===== src/rtl/elevator_scheduler_if.sv =====
// Queue-port and panel-write bundle shared by elevator_scheduler, elevator_queue and the input panel.
// master = scheduler side, slave = queue/panel side.
interface elevator_scheduler_if #(
    parameter int FLOOR_COUNT = 7,
    parameter int FLOOR_BITS  = 3
);
    logic [FLOOR_COUNT-1:0] queue_status;
    logic                   panel_wr_valid;
    logic [FLOOR_BITS-1:0]  panel_wr_floor;
    logic                   panel_wr_ready;
    logic                   r_nwr;
    logic                   deassert_floor;
    logic [FLOOR_BITS-1:0]  requested_floor;

    modport master (
        input  queue_status, panel_wr_valid, panel_wr_floor,
        output panel_wr_ready, r_nwr, deassert_floor, requested_floor
    );

    modport slave (
        output queue_status, panel_wr_valid, panel_wr_floor,
        input  panel_wr_ready, r_nwr, deassert_floor, requested_floor
    );
endinterface


===== src/rtl/elevator_scheduler.sv =====
// SCAN-ordered elevator car controller that owns the queue write port and shares it with the panel.
// Optional macro ELEVATOR_DOOR_HOLD_EN adds a door_hold input that keeps the door open.
module elevator_scheduler #(
    parameter int FLOOR_COUNT   = 7,
    parameter int FLOOR_BITS    = 3,
    parameter int TRAVEL_CYCLES = 16,
    parameter int DOOR_CYCLES   = 32
) (
    input  logic                  clk,
    input  logic                  reset,
`ifdef ELEVATOR_DOOR_HOLD_EN
    input  logic                  door_hold,
`endif
    elevator_scheduler_if.master  bus,
    output logic [FLOOR_BITS-1:0] current_floor,
    output logic                  direction_up,
    output logic                  moving,
    output logic                  door_open
);

    localparam int CNT_MAX  = (TRAVEL_CYCLES > DOOR_CYCLES) ? TRAVEL_CYCLES : DOOR_CYCLES;
    localparam int CNT_BITS = $clog2(CNT_MAX);
    localparam logic [CNT_BITS-1:0]   TRAVEL_LOAD = CNT_BITS'(TRAVEL_CYCLES - 1);
    localparam logic [CNT_BITS-1:0]   DOOR_LOAD   = CNT_BITS'(DOOR_CYCLES - 1);
    localparam logic [CNT_BITS-1:0]   CNT_ONE     = CNT_BITS'(1);
    localparam logic [FLOOR_BITS-1:0] TOP_FLOOR   = FLOOR_BITS'(FLOOR_COUNT - 1);
    localparam logic [FLOOR_BITS-1:0] FLOOR_ONE   = FLOOR_BITS'(1);

    typedef enum logic [1:0] {IDLE, MOVE, CLEAR, DOOR} state_t;

    state_t                state;
    logic [CNT_BITS-1:0]   cnt;
    logic [FLOOR_BITS-1:0] last_floor;

    logic                  req_here, req_above, req_below;
    logic [FLOOR_BITS-1:0] step_floor;
    logic                  step_here, step_ahead;
    logic                  port_ready, panel_in_range;

    function automatic logic any_above(input logic [FLOOR_COUNT-1:0] q,
                                       input logic [FLOOR_BITS-1:0] f);
        logic hit;
        hit = 1'b0;
        for (int i = 0; i < FLOOR_COUNT; i++)
            if (i > int'(f)) hit = hit | q[i];
        return hit;
    endfunction

    function automatic logic any_below(input logic [FLOOR_COUNT-1:0] q,
                                       input logic [FLOOR_BITS-1:0] f);
        logic hit;
        hit = 1'b0;
        for (int i = 0; i < FLOOR_COUNT; i++)
            if (i < int'(f)) hit = hit | q[i];
        return hit;
    endfunction

    // Look-ahead for the floor the car reaches when the travel counter expires.
    always_comb begin
        req_here   = bus.queue_status[current_floor];
        req_above  = any_above(bus.queue_status, current_floor);
        req_below  = any_below(bus.queue_status, current_floor);
        step_floor = current_floor;
        if (direction_up && current_floor != TOP_FLOOR)
            step_floor = current_floor + FLOOR_ONE;
        else if (!direction_up && current_floor != '0)
            step_floor = current_floor - FLOOR_ONE;
        step_here  = bus.queue_status[step_floor];
        step_ahead = direction_up ? any_above(bus.queue_status, step_floor)
                                  : any_below(bus.queue_status, step_floor);
    end

    // The scheduler's clear wins the port; otherwise the panel writes through in the same cycle.
    always_comb begin
        port_ready          = reset && (state != CLEAR);
        panel_in_range      = int'(bus.panel_wr_floor) < FLOOR_COUNT;
        bus.panel_wr_ready  = port_ready;
        bus.r_nwr           = 1'b1;
        bus.deassert_floor  = 1'b0;
        bus.requested_floor = last_floor;
        if (state == CLEAR) begin
            bus.r_nwr           = 1'b0;
            bus.deassert_floor  = 1'b1;
            bus.requested_floor = current_floor;
        end else if (bus.panel_wr_valid && port_ready && panel_in_range) begin
            bus.r_nwr           = 1'b0;
            bus.requested_floor = bus.panel_wr_floor;
        end
    end

    always_ff @(posedge clk or negedge reset) begin
        if (!reset) begin
            state         <= IDLE;
            cnt           <= '0;
            last_floor    <= '0;
            current_floor <= '0;
            direction_up  <= 1'b1;
            moving        <= 1'b0;
            door_open     <= 1'b0;
        end else begin
            last_floor <= bus.requested_floor;
            case (state)
                IDLE: begin
                    if (req_here) begin
                        state <= CLEAR;
                    end else if (req_above && (direction_up || !req_below)) begin
                        direction_up <= 1'b1;
                        moving       <= 1'b1;
                        cnt          <= TRAVEL_LOAD;
                        state        <= MOVE;
                    end else if (req_below) begin
                        direction_up <= 1'b0;
                        moving       <= 1'b1;
                        cnt          <= TRAVEL_LOAD;
                        state        <= MOVE;
                    end
                end
                MOVE: begin
                    if (cnt != '0) begin
                        cnt <= cnt - CNT_ONE;
                    end else begin
                        current_floor <= step_floor;
                        if (step_here) begin
                            moving <= 1'b0;
                            state  <= CLEAR;
                        end else if (step_ahead) begin
                            cnt <= TRAVEL_LOAD;
                        end else begin
                            moving <= 1'b0;
                            state  <= IDLE;
                        end
                    end
                end
                CLEAR: begin
                    door_open <= 1'b1;
                    cnt       <= DOOR_LOAD;
                    state     <= DOOR;
                end
                DOOR: begin
`ifdef ELEVATOR_DOOR_HOLD_EN
                    if (door_hold)
                        cnt <= DOOR_LOAD;
                    else
`endif
                    if (cnt != '0) begin
                        cnt <= cnt - CNT_ONE;
                    end else begin
                        door_open <= 1'b0;
                        state     <= IDLE;
                    end
                end
                default: state <= IDLE;
            endcase
        end
    end

endmodule

===== src/flat_wrapper.sv =====
// flat-port wrapper written by rule: the top's interface ports become plain ports
module elevator_scheduler_flat 
#(
    parameter int FLOOR_COUNT   = 7,
    parameter int FLOOR_BITS    = 3,
    parameter int TRAVEL_CYCLES = 16,
    parameter int DOOR_CYCLES   = 32
)
  (clk, reset, current_floor, direction_up, moving, door_open, bus_queue_status, bus_panel_wr_valid, bus_panel_wr_floor, bus_panel_wr_ready, bus_r_nwr, bus_deassert_floor, bus_requested_floor);
  elevator_scheduler_if #(.FLOOR_COUNT(FLOOR_COUNT), .FLOOR_BITS(FLOOR_BITS)) bus_i ();
  input  logic clk;
  input  logic reset;
  output logic [FLOOR_BITS-1:0] current_floor;
  output logic direction_up;
  output logic moving;
  output logic door_open;
  input wire logic [$bits(bus_i.queue_status)-1:0] bus_queue_status;
  input wire logic [$bits(bus_i.panel_wr_valid)-1:0] bus_panel_wr_valid;
  input wire logic [$bits(bus_i.panel_wr_floor)-1:0] bus_panel_wr_floor;
  output wire logic [$bits(bus_i.panel_wr_ready)-1:0] bus_panel_wr_ready;
  output wire logic [$bits(bus_i.r_nwr)-1:0] bus_r_nwr;
  output wire logic [$bits(bus_i.deassert_floor)-1:0] bus_deassert_floor;
  output wire logic [$bits(bus_i.requested_floor)-1:0] bus_requested_floor;
  assign bus_i.queue_status = bus_queue_status;
  assign bus_i.panel_wr_valid = bus_panel_wr_valid;
  assign bus_i.panel_wr_floor = bus_panel_wr_floor;
  assign bus_panel_wr_ready = bus_i.panel_wr_ready;
  assign bus_r_nwr = bus_i.r_nwr;
  assign bus_deassert_floor = bus_i.deassert_floor;
  assign bus_requested_floor = bus_i.requested_floor;
  elevator_scheduler #(.FLOOR_COUNT(FLOOR_COUNT), .FLOOR_BITS(FLOOR_BITS), .TRAVEL_CYCLES(TRAVEL_CYCLES), .DOOR_CYCLES(DOOR_CYCLES)) u_core (.clk(clk), .reset(reset), .bus(bus_i), .current_floor(current_floor), .direction_up(direction_up), .moving(moving), .door_open(door_open));
endmodule

===== config.mk =====
export PLATFORM = sky130hd
export DESIGN_NAME = elevator_scheduler_flat
export DESIGN_NICKNAME = d
export VERILOG_FILES = /design/src/rtl/elevator_scheduler_if.sv /design/src/rtl/elevator_scheduler.sv /design/src/flat_wrapper.sv
export SDC_FILE = /design/constraint.sdc
export NUM_CORES = 1
export LEC_CHECK = 0
export CORE_MARGIN = 5
export CORE_UTILIZATION = 40
export CTS_BUF_LIST = sky130_fd_sc_hd__clkbuf_16
export DETAILED_ROUTE_END_ITERATION = 10
export HOLD_SLACK_MARGIN = 0.05
export PLACE_DENSITY = 0.73
export SYNTH_ARGS = -nofsm -noshare
export SYNTH_HDL_FRONTEND = slang
export SYNTH_SLANG_ARGS = --single-unit

===== constraint.sdc =====
create_clock -name clk -period 3.55 [get_ports clk]
set_input_delay 0.8875 -clock clk [delete_from_list [all_inputs] [get_ports clk]]
set_output_delay 0.8875 -clock clk [all_outputs]
set_load 0.005 [all_outputs]

==> flow_metrics.py, run 1 <==
metrics = {
    "status": {
        "status": "finished, final reports clean",
    },
    "clock_network": {
        "cts_tree": "yes",
        "clk_latency_ns": 0.25,
        "postCtsHoldBufs": 0,
        "numCtsBuffers": 3,
        "cts_max_path_buffers": 2,
        "cts_sinks": 16,
        "clk_pin_slew_ns": 0.04,
        "clk_root_buffer_cell": "clkbuf_16",
        "htreeDepth": 1,
    },
    "setup_path": {
        "rr_endpoint": "u_core.moving",
        "cp_cell_sequence": "clkdlybuf4s50_1 -> nor2b_1 -> and3_1 -> a22oi_1 -> nand2_1 -> clkdlybuf4s50_1",
        "r2r-start": "u_core.current_floor[0]",
        "required_ns": 2.66,
        "crit_type": "primary input to primary output",
        "r2r_cells": 10,
        "startpoint": "reset",
        "r2r_slack_ns": 0.63,
        "cp-end-kind": "primary output",
        "slowest_delay_ns": 0.50,
        "cpMaxStageDelayCell": "clkdlybuf4s50_1",
        "endpoint": "bus_requested_floor[2]",
        "cpMostUsedCell": "clkdlybuf4s50_1",
        "crit_arrival_ns": 2.51,
        "worstPathMaxFanout": 4,
        "cp-start-kind": "primary input",
    },
    "finish": {
        "drive_above_1_share_pct": 11.4,
        "num-nets-final": 223,
        "final_cells": 248,
        "antenna_cells": 0,
        "area_growth_pct": 24.8,
    },
    "global_route": {
        "grt_pass1_vias": 1285,
        "grt_max_degree": 20,
        "grt_usage_pct": 14.6,
        "grt_pass1_wl_um": 6000,
        "grt_overflow": 0,
        "antenna_found_initial": 0,
    },
    "placement": {
        "dp_hpwl_um": 2700,
        "dp_cells": 244,
        "dp_slack_ns": 0.115,
        "gp_congestion": 0.866,
        "portBuffers": 24,
    },
    "detailed_routing": {
        "ant_nets": 0,
        "drc_errors": 0,
        "wl_per_cell_um": 14.4,
        "vias_per_cell": 5.84,
        "wirelength_um": 3570,
        "vias": 1448,
        "dr.pass1.iters": 6,
        "drt_iter0_drc": 114,
    },
    "timing": {
        "period_minus_slack_ns": 3.40,
        "final-hold-violation-count": 0,
        "slew_violations": 0,
        "finalSetupViolations": 0,
        "relSlewSlack_pct": 59.5,
        "fin_setup_tns_ns": 0,
        "finClkSkew_ns": 0.00624,
        "worst_pin_slew_ns": 0.607,
        "fmax_mhz": 294,
        "grt_setup_unrepaired": "no",
        "worst_slack_ns": 0.153,
        "fin_crit_sh_pct": 95.7,
    },
    "synth": {
        "synth_seq_cells": 16,
        "ys_top_cells_by_area": "dfrtp_1 26%, nand2_1 7.0%, ha_1 6.1%, a21oi_1 5.2%, nor2_1 4.2%",
        "synth_xor_area_share_pct": 0.608,
        "synth_fa_ha_area_share_pct": 6.08,
        "synthCells": 178,
        "yosysTopAreaCell": "dfrtp_1",
        "async_flop_share_pct": 100,
        "synth_compound_area_share_pct": 32.8,
        "synth_top_area_share_pct": 26.1,
        "yosysWarnings": 0,
        "synth_ff_type": "dfrtp_1",
        "synth_cell_type_count": 56,
        "netlist_area_um2": 1440,
        "synth_top_family_by_area": "compound AO/OA/AOI/OAI gates",
        "synthSimpleGateAreaFrac_pct": 25.0,
        "synth_edf_count": 0,
        "synthMuxAreaShare_pct": 2.09,
        "ys_seq_area_share_pct": 27.9,
        "syn_nets": 198,
        "synth_area_per_cell_um2": 8.09,
    },
    "floorplanning": {
        "coreArea_um2": 3420,
        "die_h_um": 70,
        "ios": 25,
        "row_count": 21,
        "die_x_um": 70,
        "die-area_um2": 4900,
        "initial_core_util_pct": 42.2,
    },
    "power_and_ir_drop": {
        "worst_ir_drop_vdd_mv": 0.344,
        "finalPower_w": 0.00132,
        "powerDensity_nw_per_um2": 733,
        "p_leak_nw": 0.735,
    },
    "worst_hold_path": {
        "worstHoldPathType": "flop to flop",
    },
    "job": {
        "drv_cap": 0,
    },
}
layer usage:
metal / track usage, % / part of all wire [%] / vias to the layer above
met2: 23.0 / 47 / 59
met3: 3.59 / 6.1 / 8
met5: 0 / 0 / -
met4: 3.83 / 1.1 / 0
met1: 20.1 / 46 / 674
li1: - / - / 707
area by class of cell:
cell class	instances	area (um2)
clock buffers	3	75.1
multi-input cells	147	962
fillers	341	1620
well taps	46	57.6
repair buffers	28	270
inverters	7	26.3
clock inverters	1	3.75
flip-flops and latches	16	402
power by group:
part	total [W]	switching, W	internal (W)
Combinational	0.000769	0.000405	0.000364
Sequential	0.000334	0.0000784	0.000256
Clock	0.000215	0.0000660	0.000149
Total	0.00132	0.000549	0.000768
metrics by stage:
stage	cell area (um2)	util [%]	hold WS [ns]
CTS	1790	52.5	0.472
finish	1800	52.6	0.469
global route	1800	52.6	0.489
global placement	1720	50.2	0.454
floorplan	1440	-	0.462
detailed placement	1720	50.2	0.459
flip-flops by register name, summed over array words and instances, names as in the netlist:
| register | cells |
|---|---|
| u_core.cnt | 5 |
| u_core.current_floor | 3 |
| u_core.direction_up | 1 |
| u_core.door_open | 1 |
| u_core.last_floor | 3 |
| u_core.moving | 1 |
| u_core.state | 2 |
what timing repair did:
item	4_1_cts	5_1_grt
resized for setup	0	1
setup buffers	0	0
endpoints found under the hold margin	0	0
endpoints found under the setup margin	0	3
worst max-delay path: cells and delay by family:
family	cells	cell delay, ns
buf+inv	2	0.99
simple gates	3	0.54
compound gates	1	0.09
cells by family (layout without fill, tap and decap cells):
logic type,after synthesis,after routing
compound gates,66,66
xor+xnor,1,1
fa+ha+maj,7,7
buf+inv,15,39
flops,16,16
mux,3,3
simple gates,70,70
cell usage after synthesis (2+ instances only):
cell type,count
dfrtp_1,15
o22ai_1,2
a32oi_1,2
a21o_1,2
o21ai_0,6
o31a_1,2
a21oi_1,15
o21ai_2,2
mux2i_1,3
inv_1,6
nand3_1,3
or2_2,2
a31oi_1,3
a22oi_1,5
nand2b_1,3
clkbuf_1,2
nor3b_1,2
o21a_1,2
nor2b_1,5
and2_1,2
nand2_1,27
a21boi_0,2
o221ai_1,5
buf_6,2
buf_2,3
or2_1,2
nor2_1,16
o21ai_1,3
ha_1,7
worst min path at each step:
stage                                     from                   end  slack, ns  cells after the start
after CTS                 u_core.last_floor[0]  u_core.last_floor[0]       0.47                      2
after global routing      u_core.last_floor[0]  u_core.last_floor[0]       0.49                      2
after floorplan           u_core.last_floor[0]  u_core.last_floor[0]       0.46                      2
after global placement    u_core.last_floor[0]  u_core.last_floor[0]       0.45                      2
final                     u_core.last_floor[0]  u_core.last_floor[0]       0.47                      2
after detailed placement  u_core.last_floor[0]  u_core.last_floor[0]       0.46                      2
placed cells by master (no fill, tap or decap), drive strengths merged, types with 7 or more instances in the layout:
cell type / synthesis / routed
clkdlybuf4s50: 0 / 24
nor2: 16 / 16
o21ai: 11 / 11
inv: 7 / 8
nand2: 27 / 27
dfrtp: 15 / 15
a21oi: 15 / 15
ha: 7 / 7
No activity file was read; power rests on OpenSTA's default activity.
==> inputs of run 2 (changes only) <==
--- a/config.mk
+++ b/config.mk
@@ -9,8 +9,10 @@
 export CORE_UTILIZATION = 40
 export CTS_BUF_LIST = sky130_fd_sc_hd__clkbuf_16
 export DETAILED_ROUTE_END_ITERATION = 10
+export GPL_TIMING_DRIVEN = 1
 export HOLD_SLACK_MARGIN = 0.05
 export PLACE_DENSITY = 0.73
+export SLEW_MARGIN = 15
 export SYNTH_ARGS = -nofsm -noshare
 export SYNTH_HDL_FRONTEND = slang
 export SYNTH_SLANG_ARGS = --single-unit
==> results of run 2 <==
The final DEF is identical to that of run 1; final timing and power are the same.
